$ cat config.mk
export PLATFORM = sky130hd
export DESIGN_NAME = nibble_serial_adder
export DESIGN_NICKNAME = d
export VERILOG_FILES = /design/src/rtl/nibble_serial_adder.sv
export SDC_FILE = /design/constraint.sdc
export NUM_CORES = 1
export LEC_CHECK = 0
export BUFFER_PORTS_ARGS = -buffer_cell sky130_fd_sc_hd__buf_2
export CAP_MARGIN = 0
export CORE_ASPECT_RATIO = 0.6
export CORE_MARGIN = 2
export CORE_UTILIZATION = 40
export CTS_CLUSTER_SIZE = 30
export DETAILED_ROUTE_END_ITERATION = 12
export PLACE_DENSITY = 0.68
export SLEW_MARGIN = 10
export SYNTH_ARGS = -nofsm -noshare
export SYNTH_HDL_FRONTEND = slang
export SYNTH_HIERARCHICAL = 1
export SYNTH_SLANG_ARGS = --single-unit
$ cat constraint.sdc
create_clock -name clk -period 3.3 [get_ports clk]
set_input_delay 0.495 -clock clk [delete_from_list [all_inputs] [get_ports clk]]
set_output_delay 0.495 -clock clk [all_outputs]
set_load 0.01 [all_outputs]
$ cat src/rtl/nibble_serial_adder.sv
// Purpose : serial adder that adds two 4*NIBBLES-bit operands one nibble per
//           cycle through a single four_bitadder stage, LSB nibble first.
// Latency : out_valid rises NIBBLES clock edges after the accepting edge.
// Backpressure: one operation in flight; in_ready drops from accept until the
//           result is taken. While out_ready is low the result is held in DONE.
//
// Ports:
//   clk        rising-edge clock
//   rst        synchronous reset, active-high
//   in_valid   operands in_a / in_b / in_cin are valid
//   in_ready   block is idle and can accept operands
//   in_a, in_b WIDTH-bit operands (WIDTH = 4*NIBBLES)
//   in_cin     carry into nibble 0
//   out_valid  result valid
//   out_ready  downstream accepts result
//   out_sum    low WIDTH bits of a+b+cin
//   out_cout   carry out of the top nibble
//   out_ovf    two's-complement overflow (bit WIDTH-1 is the sign)

// Purpose : 4-bit ripple-carry adder stage, one nibble of the serial adder.
// Latency : purely combinational.
// Backpressure: none; no handshake.
//
// Ports: a, b (4-bit addends), cin (carry in), s (4-bit sum), cout (carry out).
module four_bitadder (
  input  logic [3:0] a,
  input  logic [3:0] b,
  input  logic       cin,
  output logic [3:0] s,
  output logic       cout
);

  // Carries are kept as separate scalars so the ripple chain is not a
  // self-referencing vector.
  logic c1;
  logic c2;
  logic c3;

  always_comb begin
    s[0] = a[0] ^ b[0] ^ cin;
    c1   = (a[0] & b[0]) | (cin & (a[0] ^ b[0]));
    s[1] = a[1] ^ b[1] ^ c1;
    c2   = (a[1] & b[1]) | (c1 & (a[1] ^ b[1]));
    s[2] = a[2] ^ b[2] ^ c2;
    c3   = (a[2] & b[2]) | (c2 & (a[2] ^ b[2]));
    s[3] = a[3] ^ b[3] ^ c3;
    cout = (a[3] & b[3]) | (c3 & (a[3] ^ b[3]));
  end

endmodule

module nibble_serial_adder #(
  parameter int NIBBLES = 4
) (
  input  logic                   clk,
  input  logic                   rst,
  input  logic                   in_valid,
  output logic                   in_ready,
  input  logic [4*NIBBLES-1:0]   in_a,
  input  logic [4*NIBBLES-1:0]   in_b,
  input  logic                   in_cin,
  output logic                   out_valid,
  input  logic                   out_ready,
  output logic [4*NIBBLES-1:0]   out_sum,
  output logic                   out_cout,
  output logic                   out_ovf
);

  localparam int WIDTH = 4 * NIBBLES;
  // A single-nibble build still carries a 1-bit index so the logic stays uniform.
  localparam int IDX_W = (NIBBLES > 1) ? $clog2(NIBBLES) : 1;
  localparam logic [IDX_W-1:0] LAST_IDX = IDX_W'(NIBBLES - 1);

  typedef enum logic [1:0] {
    IDLE = 2'd0,
    RUN  = 2'd1,
    DONE = 2'd2
  } state_t;

  state_t           state;
  logic [IDX_W-1:0] idx;
  logic             carry;
  logic [WIDTH-1:0] a_reg;
  logic [WIDTH-1:0] b_reg;
  logic [WIDTH-1:0] sum_reg;
  logic             cout_reg;
  logic             ovf_reg;

  // Nibble currently presented to the adder stage.
  logic [3:0]       nib_a;
  logic [3:0]       nib_b;
  logic [3:0]       add_s;
  logic             add_cout;

  // Operand sign bits; only meaningful once the operands are latched.
  logic             a_msb;
  logic             b_msb;

  assign a_msb = a_reg[WIDTH-1];
  assign b_msb = b_reg[WIDTH-1];

  // Explicit compare-and-select instead of a variable part-select keeps the
  // mux in range when NIBBLES is not a power of two.
  always_comb begin
    nib_a = 4'h0;
    nib_b = 4'h0;
    for (int i = 0; i < NIBBLES; i++) begin
      if (idx == IDX_W'(i)) begin
        nib_a = a_reg[4*i +: 4];
        nib_b = b_reg[4*i +: 4];
      end
    end
  end

  four_bitadder u_add (
    .a    (nib_a),
    .b    (nib_b),
    .cin  (carry),
    .s    (add_s),
    .cout (add_cout)
  );

  always_ff @(posedge clk) begin
    if (rst) begin
      state    <= IDLE;
      idx      <= '0;
      carry    <= 1'b0;
      a_reg    <= '0;
      b_reg    <= '0;
      sum_reg  <= '0;
      cout_reg <= 1'b0;
      ovf_reg  <= 1'b0;
    end else begin
      case (state)
        IDLE: begin
          // in_ready is high throughout IDLE, so in_valid alone is the accept.
          if (in_valid) begin
            a_reg <= in_a;
            b_reg <= in_b;
            carry <= in_cin;
            idx   <= '0;
            state <= RUN;
          end
        end

        RUN: begin
          for (int i = 0; i < NIBBLES; i++) begin
            if (idx == IDX_W'(i)) begin
              sum_reg[4*i +: 4] <= add_s;
            end
          end
          carry <= add_cout;
          idx   <= idx + 1'b1;
          if (idx == LAST_IDX) begin
            cout_reg <= add_cout;
            // Overflow: like-signed operands producing a result of the other sign.
            ovf_reg  <= (a_msb == b_msb) && (add_s[3] != a_msb);
            state    <= DONE;
          end
        end

        DONE: begin
          // Result registers are untouched here, so they hold until taken.
          if (out_ready) begin
            state <= IDLE;
          end
        end

        default: begin
          state <= IDLE;
        end
      endcase
    end
  end

  assign in_ready  = (state == IDLE);
  assign out_valid = (state == DONE);
  assign out_sum   = sum_reg;
  assign out_cout  = cout_reg;
  assign out_ovf   = ovf_reg;

endmodule

After elaboration in Yosys (flattened, before gate mapping):

Cells that the tools add are included.

* logic and storage cells: 69
* output and inout port bits: 20
* bits of input ports: 37
* register bits after elaboration: 55

* add/subtract/negate cells: 1
* bitwise gates (word level): 20
* reductions and logical operators: 11
* muxes and demuxes: 16
* equality and inequality tests: 10

Operators with widths (count)
* 2-to-1 mux 4 bit: 8
* AND reduction 2 bit: 6
* bitwise AND 1 bit: 8
* 2-to-1 mux 2 bit: 4
* bitwise XOR 1 bit: 8
* == test 2 bit (second input constant): 3
* one-hot mux 2 bit (3 select lines): 1
* == test 2 x 1 -> 1 bit (second input constant): 2
* logical NOT 2 bit: 2
* inequality test 2 bit (second input constant): 2
* bitwise OR 1 bit: 4
* one-hot mux 2 bit (2 select lines): 1
* AND reduction 3 bit: 1
* adder 2 x 1 -> 2 bit (second input constant): 1
* inequality test 2 x 1 -> 1 bit (second input constant): 1
* one-hot mux 1 bit (2 select lines): 1
* nonzero test 2 bit: 1
* == test 1 bit: 1
* logical AND 1 bit: 1
* 2-to-1 mux 1 bit: 1
* inequality test 1 bit: 1

Longest topological paths before layout:

* word-level depth: 15
* mapped depth: 18
* depth with buffers taken out: 16

By module:

The synthesis kept the hierarchy.

Modules (own cells, without submodules)
* nibble_serial_adder: cells an instance 275, times used 1, sequential area each 1101.1 um^2, area an instance 2334.7 um^2
* four_bitadder: cells an instance 14, times used 1, sequential area each 0.0 um^2, area an instance 117.6 um^2

Worst setup path before layout:

OpenSTA, ideal clock, no wires.

* path kind: register to register
* start: reg idx[0]
* end: reg ovf_reg (netlist: out_ovf)
* period minus slack after synthesis: 3.381 ns
* cell stages (with the launch flop): 18
* slack: -0.081 ns
* data required time: 3.214 ns
* arrival time: 3.294 ns
* path buffers: 1
* setup time: 0.086 ns
* path through: dfxtp_1 inv_1 ha_1 nor2b_1 buf_2 a221oi_1 o31ai_1 fa_1 inv_1 fa_1 inv_1 fa_1 inv_1 fa_1 inv_1 nor3b_1 nor2_1 a221oi_2

* longest elaborated chain between the ends: 15
* elaborated cells on any way between the ends: 29
* those cells by class: 4 x eq/ne; 8 x mux; 14 x bitwise; 3 x reduce/logical

Ends and longest elaborated chain
* start: declaration: line 81 `logic [IDX_W-1:0] idx;`
* start signal: assignment: line 153 `idx <= idx + 1'b1;`
* logical NOT 2 bit: line 108 `if (idx == IDX_W'(i)) begin`
* 2-to-1 mux 4 bit (3 in series): line 108
* 2-to-1 mux 4 bit (*): line 108
* named net nib_a[0]: line 90 `logic [3:0] nib_a;`
* bitwise XOR 1 bit: line 41 `c1 = (a[0] & b[0]) | (cin & (a[0] ^ b[0]));`
* bitwise AND 1 bit: line 41
* bitwise OR 1 bit (*): line 41
* bitwise AND 1 bit (*): line 43 `c2 = (a[1] & b[1]) | (c1 & (a[1] ^ b[1]));`
* bitwise OR 1 bit (*): line 43
* bitwise AND 1 bit (*): line 45 `c3 = (a[2] & b[2]) | (c2 & (a[2] ^ b[2]));`
* bitwise OR 1 bit (*): line 45
* bitwise XOR 1 bit (*): line 46 `s[3] = a[3] ^ b[3] ^ c3;`
* named net add_s[3]: line 92 `logic [3:0] add_s;`
* inequality test 1 bit (*): line 157 `ovf_reg <= (a_msb == b_msb) && (add_s[3] != a_msb);`
* logical AND 1 bit (*): line 157
* end signal: assignment: line 157
* end: declaration: line 87 `logic ovf_reg;`

Mark *: on every way through the listed nets, which the timed path passes. The rest lies on a longest branch.
A chain may end at the register's enable or synchronous reset.

Worst setup path in the final report:

* start: reg idx[0]
* end: reg ovf_reg (netlist: out_ovf)

* longest elaborated chain between the ends: 15
* elaborated cells on any way between the ends: 29
* those cells by class: 4 x eq/ne; 8 x mux; 14 x bitwise; 3 x reduce/logical

Ends and longest elaborated chain
* logical NOT 2 bit: line 108
* 2-to-1 mux 4 bit (3 in series): line 108
* 2-to-1 mux 4 bit (*): line 108
* named net nib_b[0]: line 91 `logic [3:0] nib_b;`
* bitwise XOR 1 bit: line 41
* bitwise AND 1 bit: line 41
* bitwise OR 1 bit (*): line 41
* bitwise AND 1 bit (*): line 43
* bitwise OR 1 bit (*): line 43
* bitwise AND 1 bit (*): line 45
* bitwise OR 1 bit (*): line 45
* bitwise XOR 1 bit (*): line 46
* named net add_s[3]: line 92
* inequality test 1 bit (*): line 157
* logical AND 1 bit (*): line 157

Marked as above.

==> reports/metrics.yaml <==
die:
  rows: 22
  die_h_um: 64.65
  start_util_pct: 40.68
  ios: 57
  die_width_um: 105.1
  core_region_area_sq_mm: 0.006028
  die_area_sq_mm: 0.006794
setup_path:
  critPathLaunch: "idx[0]"
  cp_common_cell: "inv_2"
  slowest_delay_ns: 0.51
  start_kind: "flop"
  r2r_end: "out_ovf"
  r2r_cells: 16
  cp.arrival_ns: 3.43
  r2r_start: "idx[0]"
  worstPathRequired_ns: 3.53
  end_kind: "flop"
  rrSetupSlack_ns: 0.1
  slowest_stage: "fa_1"
  critical_path_class: "flop to flop"
  crit_chain: "buf_6 -> ha_4 -> nor2b_4 -> a221oi_2 -> o31ai_2 -> fa_2 -> inv_2 -> fa_2 -> inv_2 -> fa_2 -> inv_2 -> fa_1 -> inv_2 -> buf_6 -> nand3b_1 -> a221oi_2"
  crit_fanout: 6
global_routing:
  grt_pass1_vias: 2008
  grt_overflow: 0
  antenna_found_initial: 0
  grt_start_max_net_pins: 56
  grt_usage_pct: 17.66
  grt_pass1_wl_um: 9515
min_path:
  min_to: "b_reg[3]"
  worstHoldStart: "in_b[3]"
  hold_path.class: "primary input to flop"
  hold_depth: 3
layout:
  fin_nets: 390
  drive_gt1_share_pct: 29.77
  fin_util_pct: 50.60
  antennaDiodeCount: 0
  syn_to_final_growth_pct: 24.39
clock_tree:
  insertion_delay_ns: 0.31
  cts.sinks: 55
  cts_tree: "yes"
  clock_path_buffers: 2
  clockRootBuffer: "clkbuf_8"
  cts_buffers: 5
  clk_pin_slew_ns: 0.10
  cts_max_level: 2
  hold_buffers: 0
placed_design:
  place_congestion: 0.8135
  place_worst_setup_slack_ns: -0.09172
  io_buffers: 56
  hpwl_um: 4001
timing:
  tightestPinTransition_ns: 1.046
  maxSlewHeadroom_pct: 30.24
  timing.final.hold_violations: 0
  max_freq_mhz: 312.4
  maxSlewViolCount: 0
  setup_viol: 0
  setup_slack_ns: 0.09882
  setup-tns-final_ns: 0
  skew_ns: 0.008906
  period_share_pct: 97.01
  rsz0062_at_grt: "yes"
  min_period_ns: 3.201
route:
  first_iter_violations: 132
  wl_um: 5633
  routed-wl-met3_um: 263
  drtAntennaViolNets: 0
  via_per_inst: 4.863
  drc: 0
  wl_per_cell_um: 13.10
  routedLengthMet1_um: 2997
  wl_met2_um: 2338
  dr.pass1.iters: 4
  vias: 2091
  highest_layer: "met4"
logic_synthesis:
  syn_avg_cell_area_sq_um: 8.486
  synth_edf_count: 0
  synthTopCellsByCount: "nand2_1, dfxtp_1, a21oi_1"
  synth_cells: 289
  synth_top_family_by_area: "simple AND/OR/NAND/NOR gates"
  synth_mux_area_share_pct: 7.755
  yosysWarnings: 6
  yosysUniqueCellTypes: 25
  synth_most_common_cell: "nand2_1"
  ys_ff_latch: 55
  synth_compound_area_share_pct: 13.88
  synthesis.nets: 334
  synth-simple-area-share_pct: 20.56
  synthArstFlopShare_pct: 0
  synth_top_area_cell: "dfxtp_1"
  synthDominantCellAreaShare_pct: 44.90
  synthAdderAreaFrac_pct: 5.306
  ys.flop_type: "dfxtp_1"
  synth-seq-area-share_pct: 44.90
  synthTopCellsByArea: "dfxtp_1, nand2_1, mux2i_1"
  syn_area_sq_mm: 0.002452
  yosys.area_share.xor_xnor_pct: 0
power_and_ir_drop:
  p_per_area_mw_per_mm2: 479.3
  vdd_ir_drop_max_mv: 0.2168
  p_total_w: 0.001462
  leakage_nw: 1.389
outcome:
  outcome: "finished, final reports clean"
run:
  drv_cap: 0
==> repair_timing <==
| action | in CTS | in global routing |
|---|---|---|
| buffers inserted | 0 | 3 |
| setup endpoints to repair | 2 | 6 |
| endpoints found under the hold margin | 0 | 0 |
| pin swaps | 2 | 11 |
| resized for setup | 6 | 20 |
==> worst max path at each step <==
stage | to | cells past startpoint
3_5_place_dp | out_ovf | 16
6_report | out_ovf | 16
3_3_place_gp | out_ovf | 16
2_1_floorplan | out_ovf | 17
4_1_cts | out_ovf | 16
5_1_grt | out_ovf | 16
==> per-stage QoR <==
| stage | hold WS [ns] | instance area (sq um) | std cells |
|---|---|---|---|
| floorplan | 0.4361 | 2456 | 289 |
| global placement | 0.4449 | 2809 | 419 |
| detailed placement | 0.4494 | 2809 | 419 |
| CTS | 0.4000 | 2973 | 427 |
| global route | 0.4034 | 3050 | 430 |
| finish | 0.4079 | 3050 | 430 |
==> layout by cell type, fill, tap and decap left out <==
master	count
a21oi_1	34
a221oi_1	7
a221oi_2	3
a32oi_1	1
buf_2	56
buf_4	12
buf_6	3
bufinv_16	2
clkbuf_8	5
clkinvlp_4	1
dfxtp_1	53
dfxtp_2	1
dfxtp_4	1
fa_1	1
fa_2	3
ha_2	3
ha_4	1
inv_1	10
inv_2	6
mux2i_1	19
nand2_1	72
nand2b_1	1
nand3b_1	5
nor2_1	21
nor2b_1	9
nor2b_4	1
nor3_1	1
nor3b_1	1
nor3b_2	1
nor3b_4	1
o21bai_1	1
o31ai_1	5
o31ai_2	3
or2b_1	1
or3b_1	1
==> logic make-up (layout without fill, tap and decap cells) <==
kind of cell / Yosys count / in the layout
flip-flops: 55 / 55
multiplexers: 19 / 19
AO/OA/AOI/OAI: 54 / 54
buffers and inverters: 38 / 95
adder cells (fa/ha/maj): 8 / 8
AND/OR/NAND/NOR: 115 / 115
==> where the power goes <==
part	internal (W)	switching (W)	total [W]
registers	0.000695	0.0000229	0.000718
logic	0.000104	0.000118	0.000222
clock network	0.000302	0.000220	0.000522
==> layer usage <==
metal	track usage, %	vias to the layer above
met5	0	-
met1	26.55	972
met4	4.500	0
li1	-	1065
met3	4.125	4
met2	25.16	50
==> worst max-delay path: cells and delay by family, from the launching register on <==
kind                       cells  cell delay, ns
buffers and inverters          6            0.41
DFF                            1            0.36
adders and majority gates      5            1.47
AOI/OAI and AO/OA              3            0.55
and+or+nand+nor                2            0.32
==> area by class of cell <==
class | count | area (sq um)
Fill cell | 561 | 2978
Clock inverter | 3 | 67.56
Sequential cell | 55 | 1106
Inverter | 16 | 60.06
Timing Repair Buffer | 71 | 404.1
Tap cell | 84 | 105.1
Clock buffer | 5 | 68.82
Multi-Input combinational cell | 196 | 1239
Power figures use the tool's default switching activity.
